[config.mk]
export PLATFORM = sky130hd
export DESIGN_NAME = mem_arbiter
export DESIGN_NICKNAME = d
export VERILOG_FILES = /design/src/rtl/mem_arbiter.sv
export SDC_FILE = /design/constraint.sdc
export NUM_CORES = 1
export LEC_CHECK = 0
export CORE_AREA = 4 4 166 168
export CTS_BUF_LIST = sky130_fd_sc_hd__clkbuf_2 sky130_fd_sc_hd__clkbuf_4 sky130_fd_sc_hd__clkbuf_8
export DETAILED_ROUTE_END_ITERATION = 6
export DIE_AREA = 0 0 170 172
export PLACE_DENSITY = 0.65
export SKIP_LAST_GASP = 1
export SLEW_MARGIN = 40
export SYNTH_ARGS = -nofsm -noshare
export SYNTH_HDL_FRONTEND = slang
export SYNTH_SLANG_ARGS = --single-unit
[constraint.sdc]
create_clock -name clk -period 1.6 [get_ports clk]
set_input_delay 0.24 -clock clk [delete_from_list [all_inputs] [get_ports clk]]
set_output_delay 0.24 -clock clk [all_outputs]
set_load 0.02 [all_outputs]
[src/rtl/mem_arbiter.sv]
// Two-port memory arbiter: instruction fetch (I) and data (D) share one memory port.
// One access runs at a time through IDLE -> I/D BUSY -> RESP -> IDLE.
// Define MEM_ARB_FAIR_EN to break simultaneous-request ties against the last grant.
// With it undefined, the data port wins every tie.
module mem_arbiter #(
  parameter int unsigned N = 64,
  parameter int unsigned W = 32
) (
  input  logic         clk,
  input  logic         reset,
  input  logic         ireq,
  input  logic [W-1:0] iadr,
  output logic         iready,
  output logic [W-1:0] irdata,
  input  logic         dreq,
  input  logic         dwe,
  input  logic [N-1:0] dadr,
  input  logic [N-1:0] dwdata,
  output logic         dready,
  output logic [N-1:0] drdata,
  output logic         mreq,
  output logic         mwe,
  output logic [W-1:0] madr,
  output logic [N-1:0] mwdata,
  input  logic         mack,
  input  logic [N-1:0] mrdata,
  output logic         stallF,
  output logic         stallM
);

  typedef enum logic [1:0] {StIdle, StIBusy, StDBusy, StResp} state_e;

  state_e r_state;
  state_e w_state_next;
  logic   r_lastgrant_d;  // 1: last grant went to D, 0: to I
  logic   r_served_d;     // port whose access is in flight / responding
  logic   w_grant_i;
  logic   w_grant_d;
  logic   w_unused;

  // Arbitration and next-state decode; grants only happen from IDLE.
  always_comb begin
    w_state_next = r_state;
    w_grant_i    = 1'b0;
    w_grant_d    = 1'b0;
    unique case (r_state)
      StIdle: begin
`ifdef MEM_ARB_FAIR_EN
        if (ireq && dreq) begin
          w_grant_i = r_lastgrant_d;
          w_grant_d = !r_lastgrant_d;
        end else begin
          w_grant_i = ireq;
          w_grant_d = dreq;
        end
`else
        w_grant_d = dreq;
        w_grant_i = ireq && !dreq;
`endif
        if (w_grant_d) begin
          w_state_next = StDBusy;
        end else if (w_grant_i) begin
          w_state_next = StIBusy;
        end
      end
      StIBusy, StDBusy: begin
        if (mack) begin
          w_state_next = StResp;
        end
      end
      StResp: begin
        w_state_next = StIdle;
      end
      default: begin
        w_state_next = StIdle;
      end
    endcase
  end

  // State, registered memory request fields and captured read data.
  always_ff @(posedge clk) begin
    if (reset) begin
      r_state       <= StIdle;
      r_lastgrant_d <= 1'b1;
      r_served_d    <= 1'b0;
      madr          <= '0;
      mwe           <= 1'b0;
      mwdata        <= '0;
      irdata        <= '0;
      drdata        <= '0;
    end else begin
      r_state <= w_state_next;
      if (w_grant_d) begin
        madr          <= dadr[W-1:0];
        mwe           <= dwe;
        mwdata        <= dwdata;
        r_lastgrant_d <= 1'b1;
        r_served_d    <= 1'b1;
      end else if (w_grant_i) begin
        madr          <= iadr;
        mwe           <= 1'b0;
        r_lastgrant_d <= 1'b0;
        r_served_d    <= 1'b0;
      end
      if (r_state == StIBusy && mack) begin
        irdata <= mrdata[W-1:0];
      end
      if (r_state == StDBusy && mack) begin
        drdata <= mrdata;
      end
    end
  end

  assign mreq   = (r_state == StIBusy) || (r_state == StDBusy);
  assign iready = (r_state == StResp) && !r_served_d;
  assign dready = (r_state == StResp) && r_served_d;
  assign stallF = ireq && !iready;
  assign stallM = dreq && !dready;

  // Upper data-address bits are not part of the memory address.
`ifdef MEM_ARB_FAIR_EN
  assign w_unused = ^dadr[N-1:W];
`else
  assign w_unused = ^{dadr[N-1:W], r_lastgrant_d};
`endif

endmodule

# Yosys cells after proc, flatten, opt, wreduce, memory -nomap -nowiden
# Index checks and enable logic that the tools add are counted.
# Widths: inputs -> output; s select.
[totals]
register_bits = 196
out_inout_bits = 198
word_cells = 39
[op_classes]
n_eq_ne = 5
mux = 11
reduce_logical = 16
[op_table]
columns = ["cell", "n"]
rows = [
  ["$mux 32", 2],
  ["$logic_and 1x1->1", 7],
  ["$mux 2", 3],
  ["$pmux 2 s3", 1],
  ["$mux 1", 5],
  ["$eq 2x2->1 const B", 2],
  ["$logic_not 1->1", 4],
  ["$ne 3x3->1 const B", 1],
  ["$eq 2x1->1 const B", 1],
  ["$logic_not 2->1", 1],
  ["$ne 2x2->1 const B", 1],
  ["$reduce_and 2->1", 1],
  ["$reduce_bool 2->1", 1],
  ["$reduce_or 2->1", 1],
  ["$logic_or 1x1->1", 1],
]

# Longest topological paths before layout
# Gate-level depths: netlist of the first run.
[logic_depth]
depth_word = 5
depth_mapped = 8
depth_no_buf = 5

# Least setup slack after synthesis of the first run
# Ideal clock, no wire load.
[synth_path]
path_kind = "register to register"
from = "register r_state[0]"
to = "register madr[10]"
arrival_ns = 1.314
required_time_ns = 1.454
setup_slack_ns = 0.140
stages_incl_launch_ff = 8
n_path_buf = 2
synth_period_minus_slack_ns = 1.460
cell_sequence = "dfxtp_1 inv_1 ha_1 and3b_1 buf_6 buf_12 a21oi_2 a211oi_2"
[synth_between]
elab_chain_cells = 3
elab_cells_between_ends = 5
classes_between = "3 x mux; 2 x reduce/logical"
[synth_rtl]
columns = ["element", "line", "rtl"]
rows = [
  ["from (decl)", "33", "state_e r_state;"],
  ["from (signal assigned)", "83", "r_state <= StIdle;"],
  ["from (signal assigned)", "92", "r_state <= w_state_next;"],
  ["$logic_not 2->1 *", "46", "unique case (r_state)"],
  ["$mux 1", "46", ""],
  ["$mux 32 or $reduce_bool 2->1 (tied branches)", "n/a", ""],
  ["to (signal assigned)", "94", "madr <= dadr[W-1:0];"],
  ["to (signal assigned)", "100", "madr <= iadr;"],
  ["to (decl)", "23", "output logic [W-1:0] madr,"],
]
# Every way passes the cells marked *; elsewhere a longest branch is shown, timed or not.
# A chain may end at the register's enable or synchronous reset.

# Final worst setup path of the first run
[layout_path]
from = "register r_state[0]"
to = "output stallF"
[layout_between]
elab_chain_cells = 4
[layout_rtl]
columns = ["element", "line", "rtl"]
rows = [
  ["$eq 2x2->1", "115", "assign iready = (r_state == StResp) && !r_served_d;"],
  ["$logic_and 1x1->1", "115", ""],
  ["$logic_not 1->1", "117", "assign stallF = ireq && !iready;"],
  ["$logic_and 1x1->1", "117", ""],
  ["to (decl)", "27", "output logic stallF,"],
]
# Every way passes these cells.

==> flow_metrics.py, run 1 <==
metrics = {
    "global_routing": {
        "grt_max_degree": 53,
        "grt_antenna_before_repair": 0,
        "grt_pass1_vias": 7403,
        "track_usage_pct": 17.67,
        "grt_pass1_wl_um": 40760,
        "overflow": 0,
    },
    "detailed_routing": {
        "drt-total-wl_um": 28060,
        "drt_iter0_drc": 368,
        "drc": 0,
        "vias": 7541,
        "drt-pass1-iter-count": 4,
        "post_drt_via_cell_ratio": 4.573,
        "postRouteAntennaNets": 0,
        "wl_per_cell_um": 17.02,
    },
    "sta": {
        "timing.fmax_ghz": 0.6054,
        "fin_crit_sh_pct": 103.2,
        "rsz0062_at_grt": "true",
        "worst_slew_pin_slew_ps": 465.0,
        "fin_ws_ps": -51.68,
        "finalSetupViolCount": 3,
        "whs_ps": 207.2,
        "slew_headroom_pct": 69.00,
        "min_period_ps": 1652,
        "hold_viol": 0,
        "finClkSkew_ps": 17.41,
        "final-max-slew-violation-count": 0,
    },
    "pwr": {
        "peakVddDrop_mv": 0.5566,
        "p_leak_nw": 5.301,
        "power.total_w": 0.01625,
        "p_per_area_mw_per_mm2": 1311,
    },
    "synth": {
        "yosysUniqueCellTypes": 24,
        "synth_seq_cells": 196,
        "syn_nets": 1144,
        "synth_seq_area_share_pct": 52.67,
        "synth.avg_cell_area_um2": 8.195,
        "mappedNetlistArea_mm2": 0.007450,
        "synthCells": 909,
        "yosysWarnings": 0,
    },
    "status": {
        "violations": "setup timing",
        "status": "finished, violations left",
    },
    "floorplanning": {
        "core_region_area_mm2": 0.02591,
        "dieWidth_um": 170,
        "rows": 59,
        "io-pin-count": 428,
        "die-area_mm2": 0.02924,
        "die_h_um": 172,
        "initial_core_util_pct": 28.75,
    },
    "place": {
        "routabilityCongestion": 0.7795,
        "port_buffers": 395,
        "place_inst": 1609,
        "detailed_place_hpwl_um": 20060,
        "place_ws_ps": -511.3,
    },
    "worst_setup_path": {
        "critical_path.max_fanout": 2,
        "cp_cell_sequence": "ha_4 > nor2b_4 > nor2b_4 > buf_6",
        "critPathRequiredTime_ps": 1360,
        "cpMostUsedCell": "nor2b_4",
        "cp-end-kind": "output pin",
        "critPathMaxStageDelay_ps": 350,
        "arrival_ps": 1410,
        "path_delay_family": "flip-flops",
        "crit_type": "register to output pin",
        "crit_slowest_cell": "dfxtp_2",
        "start_kind": "register",
        "crit_buf_inv": 1,
    },
    "final_layout": {
        "diodes": 0,
        "mostFrequentLayoutCell": "nand2_1",
        "area_growth_pct": 66.38,
        "post-route-util_pct": 47.83,
        "final_cell_mix": "nand2_1, clkdlybuf4s50_1, dfxtp_1",
        "fillers": 2615,
        "final_nets": 1536,
        "drive_above_1_share_pct": 12.86,
        "instances_no_fill": 1649,
    },
    "clock_tree": {
        "cts_buffers": 17,
        "cts_tree": "yes",
        "postCtsHoldBufs": 0,
        "cts.sinks": 196,
        "htree_levels": 4,
        "cts.clk_slew.worst_paths_ps": 120,
        "clk_latency_ps": 460,
        "cts_buffer_depth": 2,
        "root_buffer": "clkbuf_8",
    },
    "worst_hold_path": {
        "hp-class": "primary input to register",
    },
    "flow_run": {
        "maxCapViolCount": 0,
    },
}
final cells by class:
type                    instances  area (um^2)  share of cell area (%)
multi-input cells             640         3229                   26.05
flip-flops and latches        196         3926                   31.68
clock inverters                13        152.6                   1.232
well taps                     335        419.2                   3.382
repair buffers                443         4387                   35.39
clock buffers                  19        261.5                   2.110
inverters                       3        18.77                  0.1514
per-stage QoR:
| step | instance area, um^2 | TNS [ps] |
|---|---|---|
| after floorplan | 7450 | 0 |
| after global placement | 11940 | -7256 |
| after detailed placement | 11940 | -8330 |
| after CTS | 12190 | -288.7 |
| after global routing | 12390 | -1336 |
| final | 12390 | -80.79 |
state kept, by name (all words and copies together), names as in the netlist:
name        count
drdata         64
mwdata         64
irdata         32
madr           32
r_state         2
mwe             1
r_served_d      1
metal layers:
layer,share of wire [%],vias to the layer above,GRT usage (%)
met2,48,285,30.40
met4,1.4,0,4.583
met5,0,-,0
met1,42,3489,20.91
met3,9.2,18,6.607
li1,-,3749,-
kinds of logic (layout without fill, tap and decap cells):
group	Yosys count	after routing	synth area share, %
flops	196	196	52.67
compound gates	231	231	20.31
buf+inv	73	478	5.358
simple gates	404	404	20.83
fa+ha+maj	5	5	0.8398
cell usage after synthesis, drive strengths merged:
cell,count,area (um^2)
nand2,358,1344
a21oi,196,1094
dfxtp,196,3924
buf,40,275.3
nor2,33,123.9
a211oi,32,390.4
clkbuf,30,112.6
ha,5,62.56
and2,4,25.02
inv,3,11.26
nand2b,3,18.77
nor2b,3,18.77
a2111oi,1,15.01
a221oi,1,8.760
and3b,1,8.760
nand3,1,5.000
nand3b,1,7.510
o21ai,1,5.000
final timing paths:
| check | slack, ps | startpoint | cells past startpoint | to |
|---|---|---|---|---|
| setup / recovery | -50 | r_state[0] | 4 | stallF |
| hold / removal | 210 | reset | 2 | mwdata[45] |
| setup reg to reg | 0 | r_state[1] | 7 | madr[16] |
| hold reg to reg | 460 | mwdata[18] | 2 | mwdata[18] |
repair_timing:
| action | 4_1_cts | 5_1_grt |
|---|---|---|
| endpoints found under the setup margin | 221 | 75 |
| gates resized for setup | 224 | 15 |
| buffers inserted | 2 | 1 |
| pin swaps | 1 | 13 |
| cloned | 0 | 7 |
power by group:
part	switching, W	internal, W
clock network	0.00204	0.00128
logic	0.00390	0.00285
registers	0.000416	0.00576
No activity file was read; power rests on OpenSTA's default activity.
==> run 2, diff against run 1 <==
==> constraint.sdc (replaced) <==
create_clock -name clk -period 1.8 [get_ports clk]
set_input_delay 0.27 -clock clk [delete_from_list [all_inputs] [get_ports clk]]
set_output_delay 0.27 -clock clk [all_outputs]
set_load 0.02 [all_outputs]
==> run 2 against run 1 <==
  * The run now ends clean
  * Non-clock buffer count down 12
  * Total power fell by 11%
  * Sequential power decreased by 11%
  * Clock power down 13%
  * Largest cell class unchanged
==> flow_metrics.py, run 2 (synthesized netlist as in run 1, its figures left out) <==
metrics = {
    "status": {
        "status": "completed",
    },
    "detailed_routing": {
        "postRouteAntennaNets": 0,
        "vias": 7474,
        "drc": 0,
        "drt-pass1-iter-count": 5,
        "drt_iter0_drc": 398,
        "post_drt_via_cell_ratio": 4.568,
        "wl_per_cell_um": 16.70,
        "drt-total-wl_um": 27310,
    },
    "floorplanning": {
        "io-pin-count": 428,
        "dieWidth_um": 170,
        "initial_core_util_pct": 28.75,
        "core_region_area_mm2": 0.02591,
        "die-area_mm2": 0.02924,
        "rows": 59,
        "die_h_um": 172,
    },
    "worst_setup_path": {
        "arrival_ps": 1450,
        "start_kind": "register",
        "crit_buf_inv": 1,
        "crit_type": "register to output pin",
        "critical_path.max_fanout": 2,
        "path_delay_family": "buffers and inverters",
        "critPathMaxStageDelay_ps": 640,
        "crit_slowest_cell": "clkdlybuf4s50_1",
        "cp_cell_sequence": "clkdlybuf4s50_1",
        "cp-end-kind": "output pin",
        "critPathRequiredTime_ps": 1530,
    },
    "pwr": {
        "p_sw_w": 0.005457,
        "power.total_w": 0.01453,
        "power_frac_clock_pct": 19.8,
        "peakVddDrop_mv": 0.5193,
        "p_int_w": 0.009072,
        "switching_share_pct": 37.56,
        "p_per_area_mw_per_mm2": 1175,
        "p_comb_share_pct": 42.2,
        "p_leak_nw": 4.810,
        "seqPwrFrac_pct": 38.0,
    },
    "final_layout": {
        "final_cell_mix": "clkdlybuf4s50_1, nand2_1, dfxtp_1",
        "diodes": 0,
        "top_regs": "drdata x64, mwdata x64",
        "multi_input_area_mm2": 0.003164,
        "fillers": 2520,
        "area_growth_pct": 66.01,
        "mostFrequentLayoutCell": "clkdlybuf4s50_1",
        "final_nets": 1524,
        "regArea_mm2": 0.003926,
        "post-route-util_pct": 47.73,
        "drive_above_1_share_pct": 11.22,
    },
    "sta": {
        "slew_headroom_pct": 68.01,
        "finalSetupTns_ps": 0,
        "fin_crit_sh_pct": 95.65,
        "finClkSkew_ps": 14.34,
        "fin_ws_ps": 78.35,
        "min_period_ps": 1722,
        "worst_slew_pin_slew_ps": 479.8,
        "finalSetupViolCount": 0,
        "final-max-slew-violation-count": 0,
        "hold_viol": 0,
        "rsz0062_at_grt": "true",
        "whs_ps": 229.8,
        "timing.fmax_ghz": 0.5808,
    },
    "place": {
        "place_ws_ps": -473.2,
        "port_buffers": 395,
        "detailed_place_hpwl_um": 19760,
        "routabilityCongestion": 0.7923,
    },
    "global_routing": {
        "grt_pass1_vias": 7347,
        "grt_antenna_before_repair": 0,
        "grt_pass1_wl_um": 40780,
        "overflow": 0,
        "grt_max_degree": 55,
        "track_usage_pct": 17.70,
    },
    "clock_tree": {
        "postCtsSetupBuffers": 0,
        "cts_buffers": 17,
        "htree_levels": 4,
        "cts_buffer_depth": 2,
        "cts.clk_slew.worst_paths_ps": 100,
        "cts.sinks": 196,
        "root_buffer": "clkbuf_8",
        "clk_latency_ps": 460,
        "cts_tree": "yes",
    },
    "flow_run": {
        "maxCapViolCount": 0,
    },
    "worst_hold_path": {
        "hp-class": "primary input to register",
    },
}
[run 2: final cells by class]
type	instances	share of cell area (%)
Multi-Input combinational cell	640	25.59
Inverter	3	0.09106
Timing Repair Buffer	431	36.07
Clock buffer	18	1.953
Clock inverter	13	1.163
Sequential cell	196	31.75
Tap cell	335	3.389
[run 2: power groups by stage]
stage	Clock [W]	Combinational (W)	Sequential (W)
after floorplan	0	0.00233	0.00652
after global placement	0	0.00620	0.00558
after detailed placement	0	0.00623	0.00562
after CTS	0.00301	0.00624	0.00553
after global routing	0.00319	0.00661	0.00562
final	0.00288	0.00613	0.00552
[run 2: routing by layer]
metal / wire length (um) / vias up / GRT usage (%)
met5: 0 / - / 0
met3: 2715 / 23 / 7.156
met1: 11120 / 3450 / 21.29
met4: 496 / 0 / 4.688
li1: - / 3715 / -
met2: 12980 / 286 / 29.57
[run 2: timing repair]
action	CTS	global route
cloned	0	0
pin swaps	0	0
resized for setup	22	31
endpoints found under the setup margin	6	35
hold buffers	0	0
[run 2: final timing paths]
path                    from         end  slack, ps  cells past startpoint
setup / recovery  drdata[21]  drdata[21]         80                      1
hold / removal         reset  r_served_d        230                      2
setup reg to reg  r_state[0]  r_state[1]        100                      7
hold reg to reg   mwdata[51]  mwdata[51]        460                      2
[run 2: stage by stage]
| step | instances | area (um^2) |
|---|---|---|
| final | 1636 | 12370 |
| after floorplan | 909 | 7450 |
| after CTS | 1636 | 12290 |
| after global placement | 1606 | 11900 |
| after detailed placement | 1606 | 11900 |
| after global routing | 1636 | 12370 |
